$ cat src/rtl/ldpc_dvb_enc_sink_pkg.sv
// Shared types for the DVB LDPC encoder output sink: FSM states, skid FIFO
// sizing and the sop/eop strobe pair carried alongside each data word.
package ldpc_dvb_enc_sink_pkg;

    localparam int cSINK_FIFO_DEPTH = 4;
    localparam int cSINK_PTR_W      = $clog2(cSINK_FIFO_DEPTH);
    localparam int cSINK_CNT_W      = cSINK_PTR_W + 1;
    localparam int cBUF_ADDR_W      = 12;

    typedef logic [cBUF_ADDR_W-1:0] buf_addr_t;

    typedef struct packed {
        logic sop;
        logic eop;
    } sink_strb_t;

    typedef enum logic [2:0] {
        cRESET_STATE,
        cWAIT_STATE,
        cINIT_STATE,
        cREAD_STATE,
        cFLUSH_STATE,
        cDONE_STATE
    } sink_state_t;

endpackage

$ cat src/rtl/ldpc_dvb_enc_sink_fifo.sv
// Four-entry show-ahead register FIFO holding data words plus sop/eop strobes;
// the head entry is driven straight from storage so outputs are registered.
module ldpc_dvb_enc_sink_fifo
    import ldpc_dvb_enc_sink_pkg::*;
#(
    parameter int pDAT_W = 8
) (
    input  logic                   clk_i,
    input  logic                   rst_i,
    input  logic                   en_i,
    input  logic                   push_i,
    input  logic [pDAT_W-1:0]      data_i,
    input  sink_strb_t             strb_i,
    input  logic                   pop_i,
    output logic [pDAT_W-1:0]      data_o,
    output sink_strb_t             strb_o,
    output logic [cSINK_CNT_W-1:0] cnt_o,
    output logic                   empty_o
);

    logic [pDAT_W-1:0]      dat_q  [cSINK_FIFO_DEPTH];
    sink_strb_t             strb_q [cSINK_FIFO_DEPTH];
    logic [cSINK_PTR_W-1:0] wrPtr_q, rdPtr_q;
    logic [cSINK_CNT_W-1:0] cnt_q;
    logic                   doPush, doPop;

    // Guards keep the pointers coherent even if a caller misbehaves.
    assign doPush = push_i && (cnt_q != cSINK_CNT_W'(cSINK_FIFO_DEPTH));
    assign doPop  = pop_i && (cnt_q != '0);

    always_ff @(posedge clk_i or posedge rst_i) begin
        if (rst_i) begin
            for (int i = 0; i < cSINK_FIFO_DEPTH; i++) begin
                dat_q[i]  <= '0;
                strb_q[i] <= '0;
            end
            wrPtr_q <= '0;
            rdPtr_q <= '0;
            cnt_q   <= '0;
        end else if (en_i) begin
            if (doPush) begin
                dat_q[wrPtr_q]  <= data_i;
                strb_q[wrPtr_q] <= strb_i;
                wrPtr_q         <= wrPtr_q + 1'b1;
            end
            if (doPop) begin
                rdPtr_q <= rdPtr_q + 1'b1;
            end
            if (doPush && !doPop) begin
                cnt_q <= cnt_q + 1'b1;
            end else if (!doPush && doPop) begin
                cnt_q <= cnt_q - 1'b1;
            end
        end
    end

    assign data_o  = dat_q[rdPtr_q];
    assign strb_o  = strb_q[rdPtr_q];
    assign cnt_o   = cnt_q;
    assign empty_o = (cnt_q == '0);

endmodule

$ cat src/rtl/ldpc_dvb_enc_sink.sv
// Encoder output sink: drains one codeword from the output ping-pong bank and
// streams it downstream over valid/ready, releasing the bank once fully read.
module ldpc_dvb_enc_sink
    import ldpc_dvb_enc_sink_pkg::*;
#(
    parameter int pDAT_W  = 8,
    parameter int pADDR_W = 12,
    parameter int pRD_LAT = 2,
    parameter int pTAG_W  = 4
) (
    input  logic               iclk,
    input  logic               ireset,
    input  logic               iclkena,
    input  logic               ibuf_full,
    input  logic [pADDR_W-1:0] ilen,
    input  logic [pTAG_W-1:0]  itag,
    output logic               obuf_empty,
    output logic [pADDR_W-1:0] oraddr,
    output logic               oread,
    input  logic [pDAT_W-1:0]  irdat,
    input  logic               ireq,
    output logic               oval,
    output logic               osop,
    output logic               oeop,
    output logic [pDAT_W-1:0]  odat,
    output logic [pTAG_W-1:0]  otag,
    output logic               obusy
);

    sink_state_t            state_q, state_d;
    logic [pADDR_W-1:0]     len_q, len_d;
    logic [pADDR_W-1:0]     addr_q, addr_d;
    logic [pTAG_W-1:0]      tag_q, tag_d;
    logic                   busy_q, busy_d;
    logic                   bufEmpty_q, bufEmpty_d;
    logic [pRD_LAT-1:0]     dlVld_q, dlSop_q, dlEop_q;

    logic [2:0]             inflight;
    logic [cSINK_CNT_W-1:0] fifoCnt;
    logic                   rdEn, push, pop, fifoEmpty;
    sink_strb_t             pushStrb, headStrb;
    logic [pDAT_W-1:0]      headDat;

    always_comb begin
        inflight = '0;
        for (int i = 0; i < pRD_LAT; i++) begin
            inflight = inflight + 3'(dlVld_q[i]);
        end
    end

    // A read is only issued when its word is guaranteed a FIFO slot on return.
    assign rdEn = (state_q == cREAD_STATE) &&
                  ((4'(fifoCnt) + 4'(inflight)) < 4'(cSINK_FIFO_DEPTH));

    assign push     = dlVld_q[pRD_LAT-1];
    assign pushStrb = '{sop: dlSop_q[pRD_LAT-1], eop: dlEop_q[pRD_LAT-1]};
    assign pop      = !fifoEmpty && ireq;

    always_comb begin
        state_d    = state_q;
        len_d      = len_q;
        tag_d      = tag_q;
        addr_d     = addr_q;
        busy_d     = busy_q;
        bufEmpty_d = push && pushStrb.eop;
        case (state_q)
            cRESET_STATE: state_d = cWAIT_STATE;
            cWAIT_STATE: begin
                if (ibuf_full) begin
                    state_d = cINIT_STATE;
                    busy_d  = 1'b1;
                end
            end
            cINIT_STATE: begin
                len_d   = ilen;
                tag_d   = itag;
                addr_d  = '0;
                state_d = cREAD_STATE;
            end
            cREAD_STATE: begin
                if (rdEn) begin
                    addr_d = addr_q + 1'b1;
                    if (addr_q == len_q) begin
                        state_d = cFLUSH_STATE;
                    end
                end
            end
            cFLUSH_STATE: begin
                if ((inflight == '0) && fifoEmpty) begin
                    state_d = cDONE_STATE;
                end
            end
            cDONE_STATE: state_d = cWAIT_STATE;
            default:     state_d = cRESET_STATE;
        endcase
        if (pop && headStrb.eop) begin
            busy_d = 1'b0;
        end
    end

    always_ff @(posedge iclk or posedge ireset) begin
        if (ireset) begin
            state_q    <= cRESET_STATE;
            len_q      <= '0;
            addr_q     <= '0;
            tag_q      <= '0;
            busy_q     <= 1'b0;
            bufEmpty_q <= 1'b0;
            dlVld_q    <= '0;
            dlSop_q    <= '0;
            dlEop_q    <= '0;
        end else if (iclkena) begin
            state_q    <= state_d;
            len_q      <= len_d;
            addr_q     <= addr_d;
            tag_q      <= tag_d;
            busy_q     <= busy_d;
            bufEmpty_q <= bufEmpty_d;
            // Delay line mirrors the RAM latency so each word returns tagged.
            dlVld_q[0] <= rdEn;
            dlSop_q[0] <= (addr_q == '0);
            dlEop_q[0] <= (addr_q == len_q);
            for (int i = 1; i < pRD_LAT; i++) begin
                dlVld_q[i] <= dlVld_q[i-1];
                dlSop_q[i] <= dlSop_q[i-1];
                dlEop_q[i] <= dlEop_q[i-1];
            end
        end
    end

    ldpc_dvb_enc_sink_fifo #(
        .pDAT_W (pDAT_W)
    ) uFifo (
        .clk_i   (iclk),
        .rst_i   (ireset),
        .en_i    (iclkena),
        .push_i  (push),
        .data_i  (irdat),
        .strb_i  (pushStrb),
        .pop_i   (pop),
        .data_o  (headDat),
        .strb_o  (headStrb),
        .cnt_o   (fifoCnt),
        .empty_o (fifoEmpty)
    );

    assign oread      = rdEn;
    assign oraddr     = addr_q;
    assign oval       = !fifoEmpty;
    assign osop       = headStrb.sop;
    assign oeop       = headStrb.eop;
    assign odat       = headDat;
    assign otag       = tag_q;
    assign obusy      = busy_q;
    assign obuf_empty = bufEmpty_q;

endmodule

$ cat config.mk
export PLATFORM = sky130hd
export DESIGN_NAME = ldpc_dvb_enc_sink
export DESIGN_NICKNAME = d
export VERILOG_FILES = /design/src/rtl/ldpc_dvb_enc_sink_pkg.sv /design/src/rtl/ldpc_dvb_enc_sink_fifo.sv /design/src/rtl/ldpc_dvb_enc_sink.sv
export SDC_FILE = /design/constraint.sdc
export NUM_CORES = 1
export LEC_CHECK = 0
export BUFFER_PORTS_ARGS = -buffer_cell sky130_fd_sc_hd__buf_2
export CAP_MARGIN = 20
export CORE_ASPECT_RATIO = 1.75
export CORE_MARGIN = 5
export CORE_UTILIZATION = 55
export CTS_BUF_LIST = sky130_fd_sc_hd__clkbuf_4 sky130_fd_sc_hd__clkbuf_8
export DETAILED_ROUTE_END_ITERATION = 12
export GPL_TIMING_DRIVEN = 0
export PLACE_DENSITY = 0.77
export SLEW_MARGIN = 20
export SYNTH_ARGS = -nofsm -noshare
export SYNTH_HDL_FRONTEND = slang
export SYNTH_SLANG_ARGS = --single-unit
$ cat constraint.sdc
create_clock -name iclk -period 3 [get_ports iclk]
set_input_delay 0.45 -clock iclk [delete_from_list [all_inputs] [get_ports iclk]]
set_output_delay 0.45 -clock iclk [all_outputs]
set_load 0.01 [all_outputs]
Yosys cells after proc, flatten, opt, wreduce, memory -nomap -nowiden
Cells that the tools add are included.
- bits in registers: 86
- bits of input ports: 29
- output and inout bits: 30
- logic and storage cells: 102
- $add $sub $neg: 7
- order comparisons: 4
- eq/ne operators: 11
- multiplexer cells: 24
- bitwise operators: 2
- reduce and logical (&&, ||, !) cells: 30
- operators by type and width (cell ; count):
    $bwmux W32 ; 1
    $mux W8 ; 3
    $pmux W12 S2 ; 1
    $mux W3 ; 6
    $bmux W8 S2 ; 1
    $demux W8 S2 ; 1
    $pmux W3 S5 ; 1
    $add A12 B1 Y12 const B ; 1
    $eq A12 B12 Y1 ; 1
    $logic_not A12 Y1 ; 1
    $mux W12 ; 1
    $logic_and A1 B1 Y1 ; 10
    $logic_not A3 Y1 ; 3
    $bwmux W8 ; 1
    $reduce_and A2 Y1 ; 4
    $reduce_bool A2 Y1 ; 4
    $eq A3 B2 Y1 const B ; 2
    $eq A3 B3 Y1 const B ; 2
    $ge A3 B3 Y1 const B ; 2
    $mux W2 ; 3
    $ne A2 B2 Y1 const B ; 3
    $not A2 Y3 ; 2
    $reduce_and A3 Y1 ; 2
    $reduce_and A5 Y1 ; 1
    other kinds (16) ; 21

Longest topological paths before layout
- depth after elaboration: 8
- gate-level depth with buffers: 8
- gate-level depth less buffers: 8

Modules after synthesis
From an unflattened synthesis, not the netlist that was laid out.
- cells, all modules: 322
- area total of the unflattened synthesis: 4216.5 µm²
- modules (own cells, without submodules) (module ; instances ; cells an instance ; area an instance (µm²) ; seq. area each (µm²)):
    ldpc_dvb_enc_sink_fifo ; 1 ; 136 ; 2178.3 ; 1176.1
    ldpc_dvb_enc_sink ; 1 ; 186 ; 2038.2 ; 975.9

Worst setup path after synthesis
No wires, ideal clock.
- path kind: flip-flop to flip-flop
- start: register dlVld_q[0]
- end: register addr_q[10], in the netlist oraddr[10]
- library setup time: 77 ps
- arrival time: 2177 ps
- data required time: 2923 ps
- path slack: 746 ps
- stages on the path, launching flop included: 8
- path buffers: 1
- clock period less this slack: 2254 ps
- cells stage by stage: dfrtp_1 > ha_1 > ha_1 > a311o_2 > a21o_1 > buf_6 > or4_1 > a21oi_1
- cells in the longest elaborated chain, start to end: 6
- RTL lines (element ; RTL line ; source):
    from (decl) ; ldpc_dvb_enc_sink.sv:36 ; logic [pRD_LAT-1:0] dlVld_q, dlSop_q, dlEop_q;
    from (signal assigned) ; ldpc_dvb_enc_sink.sv:120 ; dlVld_q[0] <= rdEn;
    from (signal, indexed assignment) ; ldpc_dvb_enc_sink.sv:124 ; dlVld_q[i] <= dlVld_q[i-1];
    $add A1 B1 Y2 ; ldpc_dvb_enc_sink.sv:47 ; inflight = inflight + 3'(dlVld_q[i]);
    $add A3 B2 Y4 ; ldpc_dvb_enc_sink.sv:53 ; ((4'(fifoCnt) + 4'(inflight)) < 4'(cSINK_FIFO_DEPTH));
    $lt A4 B3 Y1 ; ldpc_dvb_enc_sink.sv:53 ;
    $logic_and A1 B1 Y1 ; ldpc_dvb_enc_sink.sv:52 ; assign rdEn = (state_q == cREAD_STATE) &&
    $ne A2 B2 Y1 (no source line) ; -- ;
    $reduce_and A3 Y1 (no source line) ; -- ;
    to (signal assigned) ; ldpc_dvb_enc_sink.sv:115 ; addr_q <= addr_d;
    to (decl) ; ldpc_dvb_enc_sink.sv:32 ; logic [pADDR_W-1:0] addr_q, addr_d;
Every way passes these cells.
A chain may end at the register's enable or synchronous reset.

Worst setup path after layout
- start: register dlVld_q[0]
- end: output oread
- cells in the longest elaborated chain, start to end: 4
- RTL lines (element ; RTL line ; source):
    $add A1 B1 Y2 ; ldpc_dvb_enc_sink.sv:47 ;
    $add A3 B2 Y4 ; ldpc_dvb_enc_sink.sv:53 ;
    $lt A4 B3 Y1 ; ldpc_dvb_enc_sink.sv:53 ;
    $logic_and A1 B1 Y1 ; ldpc_dvb_enc_sink.sv:52 ;
    to (decl) ; ldpc_dvb_enc_sink.sv:19 ; output logic oread,
Every way passes these cells.

==> results.sh <==
export IMPL_outcome="finished clean"
export IMPL_grt_use_met2=0.319
export IMPL_crit_top_cell="ha_1"
export IMPL_ys_types=49
export IMPL_min_period_over_period=0.815
export IMPL_grt_pass1_wl_um=14100
export IMPL_finalNonFillerCells=484
export IMPL_worst_pin_slew_ns=0.694
export IMPL_cts_sinks=86
export IMPL_drt_iter0_drc=103
export IMPL_worstSetupPathType="flop to output port"
export IMPL_grt_start_max_net_pins=60
export IMPL_synth_main_ff_cell="dfrtp_1"
export IMPL_synth_edf_count=0
export IMPL_final_core_util=0.635
export IMPL_die_width_um=75.6
export IMPL_cts_tree="yes"
export IMPL_synth_warnings=0
export IMPL_drive_gt1_frac=0.404
export IMPL_vias_per_cell=5.75
export IMPL_final_nets=431
export IMPL_antenna_found_initial=0
export IMPL_tns_ns=0
export IMPL_holdBufCountCts=0
export IMPL_syn_nets=362
export IMPL_peakVddDrop_mv=0.472
export IMPL_maxSlewViolCount=0
export IMPL_postCtsSetupRepairBufs=0
export IMPL_slew_headroom=0.525
export IMPL_critPathMaxStageDelay_ns=0.47
export IMPL_rrSetupSlack_ns=0.59
export IMPL_rows=42
export IMPL_syn_avg_cell_area_sq_um=12.9
export IMPL_register_area_sq_um=2150
export IMPL_critPathLaunch="dlVld_q[0]$_DFFE_PP0P_"
export IMPL_drtAntennaViolNets=0
export IMPL_area_growth_pct=14.5
export IMPL_multi_input_area_sq_um=1850
export IMPL_core_region_area_sq_um=7460
export IMPL_total_leakage_power_nw=2.21
export IMPL_use_met3=0.0477
export IMPL_endpoint="oread"
export IMPL_start_util=0.555
export IMPL_ys_seq_area_frac=0.520
export IMPL_cp_start_kind="flop"
export IMPL_io_pins=59
export IMPL_setup_ws_ns=0.554
export IMPL_cts_clk_slew_worst_paths_ns=0.08
export IMPL_cp_arrival_ns=2.00
export IMPL_hold_class="input port to async pin"
export IMPL_grt_pass1_vias=3025
export IMPL_crit_cells=5
export IMPL_cp_slowest_cell="a311o_2"
export IMPL_port_buffer_count=57
export IMPL_routed_wl_um=8280
export IMPL_power_total_mw=4.21
export IMPL_placed_area_sq_um=4560
export IMPL_firstDrtPassIters=4
export IMPL_cts_resized=0
export IMPL_path_cells="ha_1, ha_1, a311o_2, nor2_1, buf_2"
export IMPL_hpwl_um=6240
export IMPL_finalInstanceArea_sq_um=4740
export IMPL_vias=2785
export IMPL_insertion_delay_ns=0.36
export IMPL_die_area_sq_um=9430
export IMPL_wl_per_cell_um=17.1
export IMPL_synthesis_instances=322
export IMPL_reg2regPathDepth=6
export IMPL_path_buf_inv=1
export IMPL_period_needed_ns=2.45
export IMPL_fillCellCount=607
export IMPL_drc=0
export IMPL_place_gp_congestion=0.811
export IMPL_required_ns=2.55
export IMPL_htree_levels=3
export IMPL_cts_buffers_inserted=9
export IMPL_power_density_nw_per_um2=889
export IMPL_crit_path_end_kind="output port"
export IMPL_ys_ff_latch=86
export IMPL_synthArstFlopShare=1.00
export IMPL_overflow=0
export IMPL_fmax_ghz=0.409
export IMPL_drv_cap=0
export IMPL_final_setup_skew_ns=0.0123
export IMPL_placedCellCount=468
export IMPL_num_antenna_cells=0
export IMPL_clockBufferDepth=2
export IMPL_die_h_um=125
export IMPL_crit_fanout=7
export IMPL_holdWs_ns=0.0692
export IMPL_track_usage=0.196
export IMPL_hold_viol_final=0
export IMPL_setup_violations=0
export IMPL_netlist_area_sq_um=4140
export IMPL_rsz0062_at_grt="false"
export IMPL_pre_cts_ws_ns=0.621
export IMPL_cp_top_family="adder cells"
export IMPL_r2r_start="dlVld_q[0]$_DFFE_PP0P_"
export IMPL_use_met1=0.232
export IMPL_r2r_end="oraddr[5]$_DFFE_PP0P_"
export IMPL_clockRootBuffer="clkbuf_8"
export IMPL_grt_busiest_layer="met2"
## worst min path at each step
stage	end	cells past startpoint	slack, ns
floorplan	uFifo.dat_q[10]$_DFFE_PP0P_	1	0.47
global placement	otag[3]$_DFFE_PP0P_	2	0.45
detailed placement	otag[3]$_DFFE_PP0P_	2	0.46
CTS	otag[1]$_DFFE_PP0P_	2	0.06
global route	otag[1]$_DFFE_PP0P_	2	0.09
finish	otag[1]$_DFFE_PP0P_	2	0.07
## power by group
group	leakage, nW	total (mW)	switching [mW]	internal (mW)
logic	1.03	1.63	0.751	0.875
registers	1.09	1.86	0.289	1.57
clock network	0.0913	0.730	0.392	0.339
## Yosys cell counts, types with 6 or more instances
library cell,n,share of area
dfrtp_1,86,0.52
mux2_2,56,0.15
nand2_1,25,0.023
xnor2_1,18,0.038
inv_1,12,0.011
ha_1,10,0.030
mux4_2,10,0.054
nand3_1,10,0.012
o21ai_0,10,0.012
nor2_1,8,0.0073
a21oi_1,7,0.0085
buf_6,6,0.016
or4_1,6,0.011
## layout make-up
class,instances,share of cell area
Tap cell,88,0.0232
Timing Repair Buffer,58,0.0660
Clock inverter,3,0.00449
Buffer,12,0.0203
Sequential cell,86,0.454
Inverter,12,0.0100
Clock buffer,13,0.0325
Multi-Input combinational cell,212,0.389
## layer usage
layer	vias up	share of wire
met5	-	0
met4	0	0.034
met3	25	0.042
met2	67	0.54
li1	1308	-
met1	1385	0.39
## sequential cells by signal (all words and copies together) (netlist names)
signal	flops
dlEop_q	2
uFifo.strb_q	8
obusy	1
len_q	12
uFifo.rdPtr_q	2
obuf_empty	1
uFifo.cnt_o	3
dlSop_q	2
dlVld_q	2
uFifo.dat_q	32
oraddr	12
otag	4
uFifo.wrPtr_q	2
state_q	3
## worst register-to-register path: stages, from the launching register on
cell and delay [ns]:
dfrtp_1 0.40, ha_1 0.21, ha_1 0.29, a311o_2 0.47, a2111oi_0 0.69, xnor2_1 0.20
nor2_1 0.05
## cells by family after synthesis
family / after synthesis / synth area share
AOI/OAI and AO/OA: 40 / 0.0662
xor gates and xnor gates: 20 / 0.0423
adders and majority gates: 11 / 0.0351
buffers and inverters: 24 / 0.0342
DFF: 86 / 0.520
muxes: 66 / 0.207
and+or+nand+nor: 75 / 0.0955
## layout by cell type (no fill, tap or decap), types with 7 or more instances in the layout
master	n
dfrtp_1	86
buf_2	59
mux2_2	56
nand2_1	25
xnor2_1	18
inv_1	11
o21ai_0	10
mux4_2	10
nand3_1	10
ha_1	10
clkbuf_8	9
nor2_1	8
a21oi_1	7
(Power assumes the default switching activity.)
